--- src/rtl/shift_unit_seq_if.sv ---
// Handshake bundle for the sequential shifter.
// Producer/consumer side is master, shifter side is slave.
interface shift_unit_seq_if #(
  parameter int N  = 16,
  parameter int SW = 5
);
  logic          in_valid;
  logic          in_ready;
  logic [N-1:0]  data;
  logic [SW-1:0] shift;
  logic [2:0]    mode;
  logic          out_valid;
  logic          out_ready;
  logic [N-1:0]  resultado;
  logic          carry;
  logic          zero;
  logic          err;

  modport master (
    output in_valid, data, shift, mode, out_ready,
    input  in_ready, out_valid, resultado, carry, zero, err
  );

  modport slave (
    input  in_valid, data, shift, mode, out_ready,
    output in_ready, out_valid, resultado, carry, zero, err
  );
endinterface

--- src/rtl/shift_unit_seq.sv ---
// Sequential shifter: LSL/LSR/ASR/ROL/ROR, one bit per clock.
// Valid/ready on both sides, carry/zero/err flags.
module shift_unit_seq #(
  parameter int N  = 16,
  parameter int SW = 5
) (
  input  logic            clk,
  input  logic            rst_n,
  input  logic            clr,
  shift_unit_seq_if.slave bus
);

  localparam int CW = $clog2(N + 1);
  localparam logic [SW-1:0] NS = SW'(N);
  localparam logic [CW-1:0] NC = CW'(N);

  localparam logic [2:0] M_LSL = 3'd0;
  localparam logic [2:0] M_LSR = 3'd1;
  localparam logic [2:0] M_ASR = 3'd2;
  localparam logic [2:0] M_ROL = 3'd3;
  localparam logic [2:0] M_ROR = 3'd4;

  typedef enum logic [1:0] {
    IDLE,
    SHIFT,
    DONE
  } state_t;

  state_t state_q, state_d;

  logic [N-1:0]  work_q, work_d;
  logic [CW-1:0] cnt_q, cnt_d;
  logic [2:0]    mode_q, mode_d;
  logic          carry_q, carry_d;
  logic          zero_q, zero_d;
  logic          err_q, err_d;
  logic [CW-1:0] eff;
  logic          bad_mode;

  assign bad_mode = (bus.mode > M_ROR);

  // Effective step count: linear shifts saturate at N, rotates wrap.
  always_comb begin
    eff = '0;
    unique case (1'b1)
      (bus.mode <= M_ASR):
        eff = (bus.shift >= NS) ? NC : CW'(bus.shift);
      (bus.mode == M_ROL || bus.mode == M_ROR):
        eff = CW'(bus.shift % NS);
      default:
        eff = '0;
    endcase
  end

  // State register.
  always_ff @(posedge clk or negedge rst_n) begin
    if (!rst_n) state_q <= IDLE;
    else        state_q <= state_d;
  end

  // Next-state logic; clr always returns to IDLE.
  always_comb begin
    state_d = state_q;
    if (clr) begin
      state_d = IDLE;
    end else begin
      unique case (state_q)
        IDLE:
          if (bus.in_valid)
            state_d = (eff == '0) ? DONE : SHIFT;
        SHIFT:
          if (cnt_q == CW'(1)) state_d = DONE;
        DONE:
          if (bus.out_ready) state_d = IDLE;
        default:
          state_d = IDLE;
      endcase
    end
  end

  // Handshake outputs decoded purely from state.
  always_comb begin
    bus.in_ready  = (state_q == IDLE);
    bus.out_valid = (state_q == DONE);
  end

  // Datapath next state: capture, single-bit step, hold.
  always_comb begin
    work_d  = work_q;
    cnt_d   = cnt_q;
    mode_d  = mode_q;
    carry_d = carry_q;
    zero_d  = zero_q;
    err_d   = err_q;
    if (clr) begin
      work_d  = '0;
      cnt_d   = '0;
      carry_d = 1'b0;
      zero_d  = 1'b0;
      err_d   = 1'b0;
    end else begin
      unique case (state_q)
        IDLE: begin
          if (bus.in_valid) begin
            work_d  = bus.data;
            mode_d  = bus.mode;
            cnt_d   = eff;
            carry_d = 1'b0;
            zero_d  = (bus.data == '0);
            err_d   = bad_mode;
          end
        end
        SHIFT: begin
          unique case (mode_q)
            M_LSL: begin
              work_d  = {work_q[N-2:0], 1'b0};
              carry_d = work_q[N-1];
            end
            M_LSR: begin
              work_d  = {1'b0, work_q[N-1:1]};
              carry_d = work_q[0];
            end
            M_ASR: begin
              work_d  = {work_q[N-1], work_q[N-1:1]};
              carry_d = work_q[0];
            end
            M_ROL: begin
              work_d  = {work_q[N-2:0], work_q[N-1]};
              carry_d = work_q[N-1];
            end
            M_ROR: begin
              work_d  = {work_q[0], work_q[N-1:1]};
              carry_d = work_q[0];
            end
            default: ;
          endcase
          cnt_d  = cnt_q - CW'(1);
          zero_d = (work_d == '0);
        end
        default: ;
      endcase
    end
  end

  // Datapath registers.
  always_ff @(posedge clk or negedge rst_n) begin
    if (!rst_n) begin
      work_q  <= '0;
      cnt_q   <= '0;
      mode_q  <= '0;
      carry_q <= 1'b0;
      zero_q  <= 1'b0;
      err_q   <= 1'b0;
    end else begin
      work_q  <= work_d;
      cnt_q   <= cnt_d;
      mode_q  <= mode_d;
      carry_q <= carry_d;
      zero_q  <= zero_d;
      err_q   <= err_d;
    end
  end

  assign bus.resultado = work_q;
  assign bus.carry     = carry_q;
  assign bus.zero      = zero_q;
  assign bus.err       = err_q;

endmodule

--- src/flat_wrapper.sv ---
// flat-port wrapper written by rule: the top's interface ports become plain ports
module shift_unit_seq_flat 
#(
  parameter int N  = 16,
  parameter int SW = 5
)
  (clk, rst_n, clr, bus_in_valid, bus_data, bus_shift, bus_mode, bus_out_ready, bus_in_ready, bus_out_valid, bus_resultado, bus_carry, bus_zero, bus_err);
  shift_unit_seq_if #(.N(N), .SW(SW)) bus_i ();
  input  logic clk;
  input  logic rst_n;
  input  logic clr;
  input wire logic [$bits(bus_i.in_valid)-1:0] bus_in_valid;
  input wire logic [$bits(bus_i.data)-1:0] bus_data;
  input wire logic [$bits(bus_i.shift)-1:0] bus_shift;
  input wire logic [$bits(bus_i.mode)-1:0] bus_mode;
  input wire logic [$bits(bus_i.out_ready)-1:0] bus_out_ready;
  output wire logic [$bits(bus_i.in_ready)-1:0] bus_in_ready;
  output wire logic [$bits(bus_i.out_valid)-1:0] bus_out_valid;
  output wire logic [$bits(bus_i.resultado)-1:0] bus_resultado;
  output wire logic [$bits(bus_i.carry)-1:0] bus_carry;
  output wire logic [$bits(bus_i.zero)-1:0] bus_zero;
  output wire logic [$bits(bus_i.err)-1:0] bus_err;
  assign bus_i.in_valid = bus_in_valid;
  assign bus_i.data = bus_data;
  assign bus_i.shift = bus_shift;
  assign bus_i.mode = bus_mode;
  assign bus_i.out_ready = bus_out_ready;
  assign bus_in_ready = bus_i.in_ready;
  assign bus_out_valid = bus_i.out_valid;
  assign bus_resultado = bus_i.resultado;
  assign bus_carry = bus_i.carry;
  assign bus_zero = bus_i.zero;
  assign bus_err = bus_i.err;
  shift_unit_seq #(.N(N), .SW(SW)) u_core (.clk(clk), .rst_n(rst_n), .clr(clr), .bus(bus_i));
endmodule
--- config.mk ---
export PLATFORM = sky130hd
export DESIGN_NAME = shift_unit_seq_flat
export DESIGN_NICKNAME = d
export VERILOG_FILES = /design/src/rtl/shift_unit_seq_if.sv /design/src/rtl/shift_unit_seq.sv /design/src/flat_wrapper.sv
export SDC_FILE = /design/constraint.sdc
export NUM_CORES = 1
export LEC_CHECK = 0
export CAP_MARGIN = 20
export CELL_PAD_IN_SITES_DETAIL_PLACEMENT = 0
export CELL_PAD_IN_SITES_GLOBAL_PLACEMENT = 1
export CORE_MARGIN = 4
export CORE_UTILIZATION = 38
export CTS_BUF_LIST = sky130_fd_sc_hd__clkbuf_2 sky130_fd_sc_hd__clkbuf_4 sky130_fd_sc_hd__clkbuf_8
export CTS_CLUSTER_DIAMETER = 150
export DETAILED_ROUTE_END_ITERATION = 12
export HOLD_SLACK_MARGIN = 0.1
export PLACE_DENSITY_LB_ADDON = 0.1
export SYNTH_ARGS = -nofsm -noshare
export SYNTH_HDL_FRONTEND = slang
export SYNTH_SLANG_ARGS = --single-unit
--- constraint.sdc ---
create_clock -name clk -period 2.38 [get_ports clk]
set_input_delay 0.476 -clock clk [delete_from_list [all_inputs] [get_ports clk]]
set_output_delay 0.476 -clock clk [all_outputs]
set_load 0.01 [all_outputs]
==> results of run 1 <==
## registers in the layout, indices dropped and copies added (netlist names)
| signal | cells |
|---|---|
| u_core.bus.resultado | 16 |
| u_core.cnt_q | 5 |
| u_core.mode_q | 3 |
| u_core.state_q | 2 |
| u_core.bus.carry | 1 |
| u_core.bus.err | 1 |
| u_core.bus.zero | 1 |
## cell usage in the layout, fill, tap and decap left out, types with 4 or more instances in the layout
| cell | netlist | routed |
|---|---|---|
| a211oi_1 | 5 | 5 |
| a21oi_1 | 11 | 11 |
| and3_1 | 4 | 4 |
| buf_4 | 2 | 21 |
| clkbuf_8 | 2 | 5 |
| clkdlybuf4s50_1 | 0 | 49 |
| dfrtp_1 | 29 | 27 |
| inv_1 | 5 | 5 |
| mux2i_1 | 20 | 20 |
| nand2_1 | 42 | 42 |
| nor2_1 | 19 | 19 |
| nor3_1 | 11 | 11 |
| nor4_1 | 7 | 7 |
| o211ai_1 | 6 | 6 |
| o21ai_0 | 38 | 38 |
| or3_1 | 7 | 7 |
## critical path, cell delays in order (launching register included)
cell and delay [ps]:
dfrtp_2 520, xnor2_1 240, buf_4 240, mux2i_1 210
o21ai_0 120, nor4_1 340, nand4b_1 160, o31ai_2 260
## power groups by stage
stage | sequential, mW | clock (mW) | combinational [mW]
final | 0.777 | 0.409 | 1.45
after global routing | 0.799 | 0.445 | 1.58
after CTS | 0.770 | 0.419 | 1.45
after detailed placement | 0.778 | 0 | 1.45
after global placement | 0.773 | 0 | 1.44
after floorplan | 0.716 | 0 | 1.01
## kinds of logic after synthesis
family | after synthesis
and+or+nand+nor | 107
AOI/OAI and AO/OA | 80
DFF | 29
buffers and inverters | 26
muxes | 22
xor gates and xnor gates | 3
adders and majority gates | 2
## per-layer routing
| metal | part of all wire [%] | vias to the layer above |
|---|---|---|
| met5 | 0 | - |
| met4 | 1.8 | 0 |
| met3 | 3.6 | 13 |
| met2 | 50 | 40 |
| met1 | 45 | 1052 |
| li1 | - | 1094 |
## area by class of cell
| class | count | area (um2) |
|---|---|---|
| Fill cell | 530 | 2650 |
| Tap cell | 72 | 90.1 |
| Multi-Input combinational cell | 214 | 1290 |
| Sequential cell | 29 | 728 |
| Inverter | 5 | 18.8 |
| Clock buffer | 5 | 68.8 |
| Timing Repair Buffer | 70 | 648 |
| Clock inverter | 3 | 17.5 |
## final timing paths
kind / startpoint / endpoint / slack (ps) / cells after the start
max: u_core.mode_q[1] / u_core.bus.zero / 200 / 7
max in group asynchronous: rst_n / u_core.mode_q[0] / 1480 / 2
min in group asynchronous: rst_n / u_core.bus.resultado[9] / 580 / 2
min: u_core.bus.resultado[1] / u_core.bus.resultado[1] / 520 / 2
max reg2reg: u_core.mode_q[1] / u_core.bus.zero / 200 / 7
min reg2reg: u_core.bus.resultado[1] / u_core.bus.resultado[1] / 520 / 2
## synth_stat cells (all sizes together), types with 4 or more instances
master / instances
nand2: 42
o21ai: 38
dfrtp: 29
mux2i: 20
nor2: 20
clkbuf: 14
a21oi: 11
nor3: 11
or3: 9
buf: 7
nor4: 7
a211oi: 6
o211ai: 6
inv: 5
and3: 4
==> summary.md, run 1 <==
| Metric | Value |
|---|---|
| GR Util met1 | `23.7%` |
| Fin area | `2860 um2` |
| Clock power share | `15.5%` |
| Leak pwr | `1.12 nW` |
| Slew Limit Fails | `0` |
| Final Power | `2.64 mW` |
| Highest clock rate | `459 MHz` |
| Switching pwr | `1.16 mW` |
| Synth Area in Compound Gates | `23.2%` |
| Startpoint types | `flip-flop` |
| Initial antenna violation count | `0` |
| Crit path max fanout | `16` |
| Post-DRT Antenna Nets | `0` |
| Post-synth cell types | `49` |
| Period utilization | `91.5%` |
| Hold Slack | `519 ps` |
| Dpl hpwl | `5.04 mm` |
| Cell Count, Final, Fillers Out | `398` |
| Via density | `5.53` |
| Wire per inst | `16.8 um` |
| GRT busiest layer | `met2` |
| Net Sw Frac | `44.1%` |
| CTS H-tree depth | `2` |
| GR Util met3 | `3.57%` |
| Comb power frac | `55.0%` |
| Synth async-reset ratio | `100%` |
| Residual DRC | `0` |
| Outcome | `complete, no violations` |
| Post-Synthesis Cells | `269` |
| First-pass GRT wire length | `11.1 mm` |
| Syn Std Cell Area | `2160 um2` |
| # hold bufs at CTS | `0` |
| Setup slack after layout | `203 ps` |
| Post-synth top area share | `33.6%` |
| Post-Synth Adder-Cell Area | `1.16%` |
| RSZ-0062 raised after global routing | `false` |
| PostCTS Resize Cnt | `0` |
| TritonCTS Buffers | `5` |
| Row count | `27` |
| Area Growth Syn to Fin | `32.5%` |
| GRT Util Overall | `19.4%` |
| DRT Wirelength | `6.67 mm` |
| Placeable Area | `5510 um2` |
| Req. time, crit path | `2570 ps` |
| Post-Place Cells | `390` |
| Share of layout cells above drive strength 1 | `12.6%` |
| Skew final | `5.34 ps` |
| Post-Synth XOR/XNOR Area | `1.22%` |
| Via count | `2199` |
| CTS tree | `yes` |
| Min Tclk post-route | `2180 ps` |
| Clock-pin transition on the worst setup and hold timing paths | `70 ps` |
| #FFs+latches synth | `29` |
| YS warnings | `0` |
| Fin. Hold Viols | `0` |
| Final setup vio count | `0` |
| Die height | `83.3 um` |
| Io pins | `50` |
| Synth Area in Simple Gates | `23.8%` |
| Number of global-route vias before repair | `2256` |
| Mux contribution to synthesized area | `10.3%` |
| Die ar. | `6950 um2` |
| Root Buffer | `clkbuf_8` |
| Max-cap violations | `0` |
| Synth area leader | `dfrtp_1` |
| CP Capture Type | `flip-flop` |
| Crit path DAT | `2370 ps` |
| Worst skew pair latency | `290 ps` |
| Cell Int Power | `1.47 mW` |
| Antenna diodes | `0` |
| Prevailing post-synth register cell | `dfrtp_1` |
| Clk sinks | `29` |
| Hold Crit Class | `flip-flop to flip-flop` |
| PwrDens | `922 nW/um2` |
| Final Net Count | `356` |
| Starting Density | `39.2%` |
| Max-slew headroom | `66.8%` |
| Placement Cell Area | `2770 um2` |
| Net Count, Synth | `300` |
| Syn_area_per_cell | `8.02 um2` |
| Fin util | `51.9%` |
| DR pass1 iterations | `4` |
| Largest family of logic cells by synthesized area | `simple AND/OR/NAND/NOR gates` |
| Post-CTS setup buffers | `0` |
| Grt met2 use | `34.0%` |
| Place WS | `32.2 ps` |
| Largest net degree at the start of global routing | `30` |
| Top area cells in the synthesized netlist | `dfrtp_1 34%, mux2i_1 9.3%, o21ai_0 8.8%` |
| Port-buffer cells | `49` |
| Worst ir drop on vdd | `0.473 mV` |
| Sequential-to-total area share from yosys stat | `33.6%` |
| Routability cong. | `0.855` |
| Drt initial violations | `77` |
| Worst-Margin Slew | `494 ps` |
| Longest Clk Path Bufs | `2` |
| Post-synth EDFFs | `0` |
| Register share of total power | `29.5%` |
| Die width | `83.3 um` |
| Total global routing overflow | `0` |
| Post-route setup TNS | `0 ps` |
| Crit Path Category | `flip-flop to flip-flop` |
No activity file was read; power rests on OpenSTA's default activity.
==> run 2: changes to the inputs <==
--- a/config.mk
+++ b/config.mk
@@ -10,7 +10,7 @@
 export CELL_PAD_IN_SITES_GLOBAL_PLACEMENT = 1
 export CORE_MARGIN = 4
 export CORE_UTILIZATION = 38
-export CTS_BUF_LIST = sky130_fd_sc_hd__clkbuf_2 sky130_fd_sc_hd__clkbuf_4 sky130_fd_sc_hd__clkbuf_8
+export CTS_BUF_LIST = sky130_fd_sc_hd__clkbuf_8
 export CTS_CLUSTER_DIAMETER = 150
 export DETAILED_ROUTE_END_ITERATION = 12
 export HOLD_SLACK_MARGIN = 0.1
==> results of run 2 <==
The final DEF is identical to that of run 1; final timing and power are the same.
==> run 3: changes to the inputs <==
==> constraint.sdc (replaced) <==
create_clock -name clk -period 2.5 [get_ports clk]
set_input_delay 0.5 -clock clk [delete_from_list [all_inputs] [get_ports clk]]
set_output_delay 0.5 -clock clk [all_outputs]
set_load 0.01 [all_outputs]
==> run 3 against run 2 <==
Effect of this change:
- final cell count down 1.0%
- critical endpoint unchanged
- sequential share of layout area shrank 0.25 points
- largest cell class unchanged
- via count about the same
- global-route usage fell by 0.092 points
- sequential cell count unchanged
- first-iteration DRC count is 65% higher
- combinational power decreased by 4%
==> summary.md, run 3 (synthesis results as in run 1) <==
| Metric | Value |
|---|---|
| DRT Wirelength | `6.63 mm` |
| RR Endpoint | `u_core.bus.zero` |
| R2r worst-path depth | `7` |
| Area Growth Syn to Fin | `33.6%` |
| Max-slew headroom | `64.3%` |
| CP Cell Sequence | `buf_4, or3_2, o211ai_1, o21ai_0, nor4_1, nand4b_1, o31ai_2` |
| Cell Int Power | `1.53 mW` |
| Switching pwr | `1.10 mW` |
| Starting Density | `39.2%` |
| Register share of total power | `27.8%` |
| Clock-pin transition on the worst setup and hold timing paths | `60 ps` |
| Clock power share | `19.3%` |
| Placeable Area | `5510 um2` |
| Total global routing overflow | `0` |
| Final Power | `2.63 mW` |
| Outcome | `complete, no violations` |
| Antenna diodes | `0` |
| Req. time, crit path | `2680 ps` |
| Io pins | `50` |
| Wire per inst | `16.8 um` |
| Crit path from | `u_core.mode_q[0]` |
| Share of layout cells above drive strength 1 | `10.9%` |
| Max-cap violations | `0` |
| Met3 Wirelength | `261 um` |
| Fin. Hold Viols | `0` |
| Min Tclk post-route | `2320 ps` |
| CTS tree | `yes` |
| Crit path max fanout | `10` |
| Most frequent cells in the layout | `49 x clkdlybuf4s50_1, 42 x nand2_1, 38 x o21ai_0, 28 x dfrtp_1, 20 x mux2i_1` |
| CP max stage delay | `490 ps` |
| Root Buffer | `clkbuf_8` |
| Fin util | `52.4%` |
| Max FFs per register | `16` |
| Post-route setup TNS | `0 ps` |
| Post-CTS setup buffers | `0` |
| Slowest CP cell | `dfrtp_1` |
| Final setup vio count | `0` |
| FF-to-FF Start | `u_core.mode_q[0]` |
| Routability cong. | `0.860` |
| CTS H-tree depth | `2` |
| Final Net Count | `352` |
| Worst setup endpoint | `u_core.bus.zero` |
| Number of global-route vias before repair | `2274` |
| Die ar. | `6950 um2` |
| Row count | `27` |
| DR pass1 iterations | `4` |
| RSZ-0062 raised after global routing | `false` |
| Comb power frac | `52.9%` |
| Worst skew pair latency | `280 ps` |
| Initial antenna violation count | `0` |
| Worst ir drop on vdd | `0.412 mV` |
| CP Capture Type | `flip-flop` |
| Register Area | `727 um2` |
| WL met1 | `2.98 mm` |
| Hold Slack | `514 ps` |
| Crit Path Category | `flip-flop to flip-flop` |
| First-pass GRT wire length | `11.0 mm` |
| Max Used Layer | `met4` |
| Drt initial violations | `127` |
| Residual DRC | `0` |
| Period utilization | `92.7%` |
| Worst-Margin Slew | `535 ps` |
| Highest clock rate | `431 MHz` |
| Reg-to-reg setup timing slack | `180 ps` |
| TritonCTS Buffers | `5` |
| Leading cell type in the layout, fill and taps excluded | `clkdlybuf4s50_1` |
| Longest Clk Path Bufs | `2` |
| Cell Count, Final, Fillers Out | `394` |
| Net Sw Frac | `41.7%` |
| Area occupied by multi-input gates | `1290 um2` |
| Largest net degree at the start of global routing | `30` |
| Die width | `83.3 um` |
| Filler cells | `539` |
| Met2 wire len | `3.32 mm` |
| Slew Limit Fails | `0` |
| Port-buffer cells | `49` |
| Post-Place Cells | `386` |
| Dpl hpwl | `4.95 mm` |
| Skew final | `6.48 ps` |
| Leak pwr | `1.12 nW` |
| Clk sinks | `29` |
| Hold Crit Class | `flip-flop to flip-flop` |
| Via count | `2200` |
| PwrDens | `912 nW/um2` |
| Post-DRT Antenna Nets | `0` |
| GRT Util Overall | `19.3%` |
| Die height | `83.3 um` |
| Crit path DAT | `2500 ps` |
| Via density | `5.58` |
| Startpoint types | `flip-flop` |
[run 3: routing by layer]
metal / track usage, % / up-vias
li1: - / 1079
met1: 23.9 / 1064
met2: 33.7 / 53
met3: 3.57 / 4
met4: 5.94 / 0
met5: 0 / -
[run 3: area by class of cell]
cell class,instances,share of cell area [%]
tap,72,3.13
timing repair buffer,66,22.3
clock buffer,6,2.86
inverter,5,0.651
multi-input combinational,214,44.7
sequential,29,25.2
clock inverter,2,1.17
[run 3: power groups by stage]
stage / clock (mW) / combinational [mW] / sequential (mW)
2_1_floorplan: 0 / 0.966 / 0.682
3_3_place_gp: 0 / 1.39 / 0.733
3_5_place_dp: 0 / 1.39 / 0.734
4_1_cts: 0.523 / 1.39 / 0.726
5_1_grt: 0.545 / 1.53 / 0.755
6_report: 0.506 / 1.39 / 0.732
[run 3: through the flow]
step,setup WS [ps],area [um2]
after floorplan,475,2160
after global placement,281,2770
after detailed placement,216,2770
after CTS,201,2880
after global routing,45.3,2880
final,182,2880
[run 3: worst max-delay path: cells and delay by family (launching register included)]
| kind | cells | cell delay [ps] |
|---|---|---|
| AOI/OAI and AO/OA | 3 | 500 |
| DFF | 1 | 490 |
| and+or+nand+nor | 3 | 1000 |
| buffers and inverters | 1 | 220 |
[run 3: how the worst min path moves through the flow]
stage,startpoint,to,slack (ps),cells after the start
6_report,u_core.bus.resultado[1],u_core.bus.resultado[1],510,2
5_1_grt,u_core.bus.resultado[1],u_core.bus.resultado[1],550,2
4_1_cts,u_core.bus.resultado[1],u_core.bus.resultado[1],520,2
3_5_place_dp,u_core.bus.carry,u_core.bus.carry,490,2
3_3_place_gp,u_core.bus.resultado[1],u_core.bus.resultado[1],500,2
2_1_floorplan,rst_n,u_core.bus.carry,200,0
[run 3: timing repair]
item                       in CTS  in global routing
setup endpoints to repair       0                  1
resized for setup               0                  1
hold buffers                    0                  0
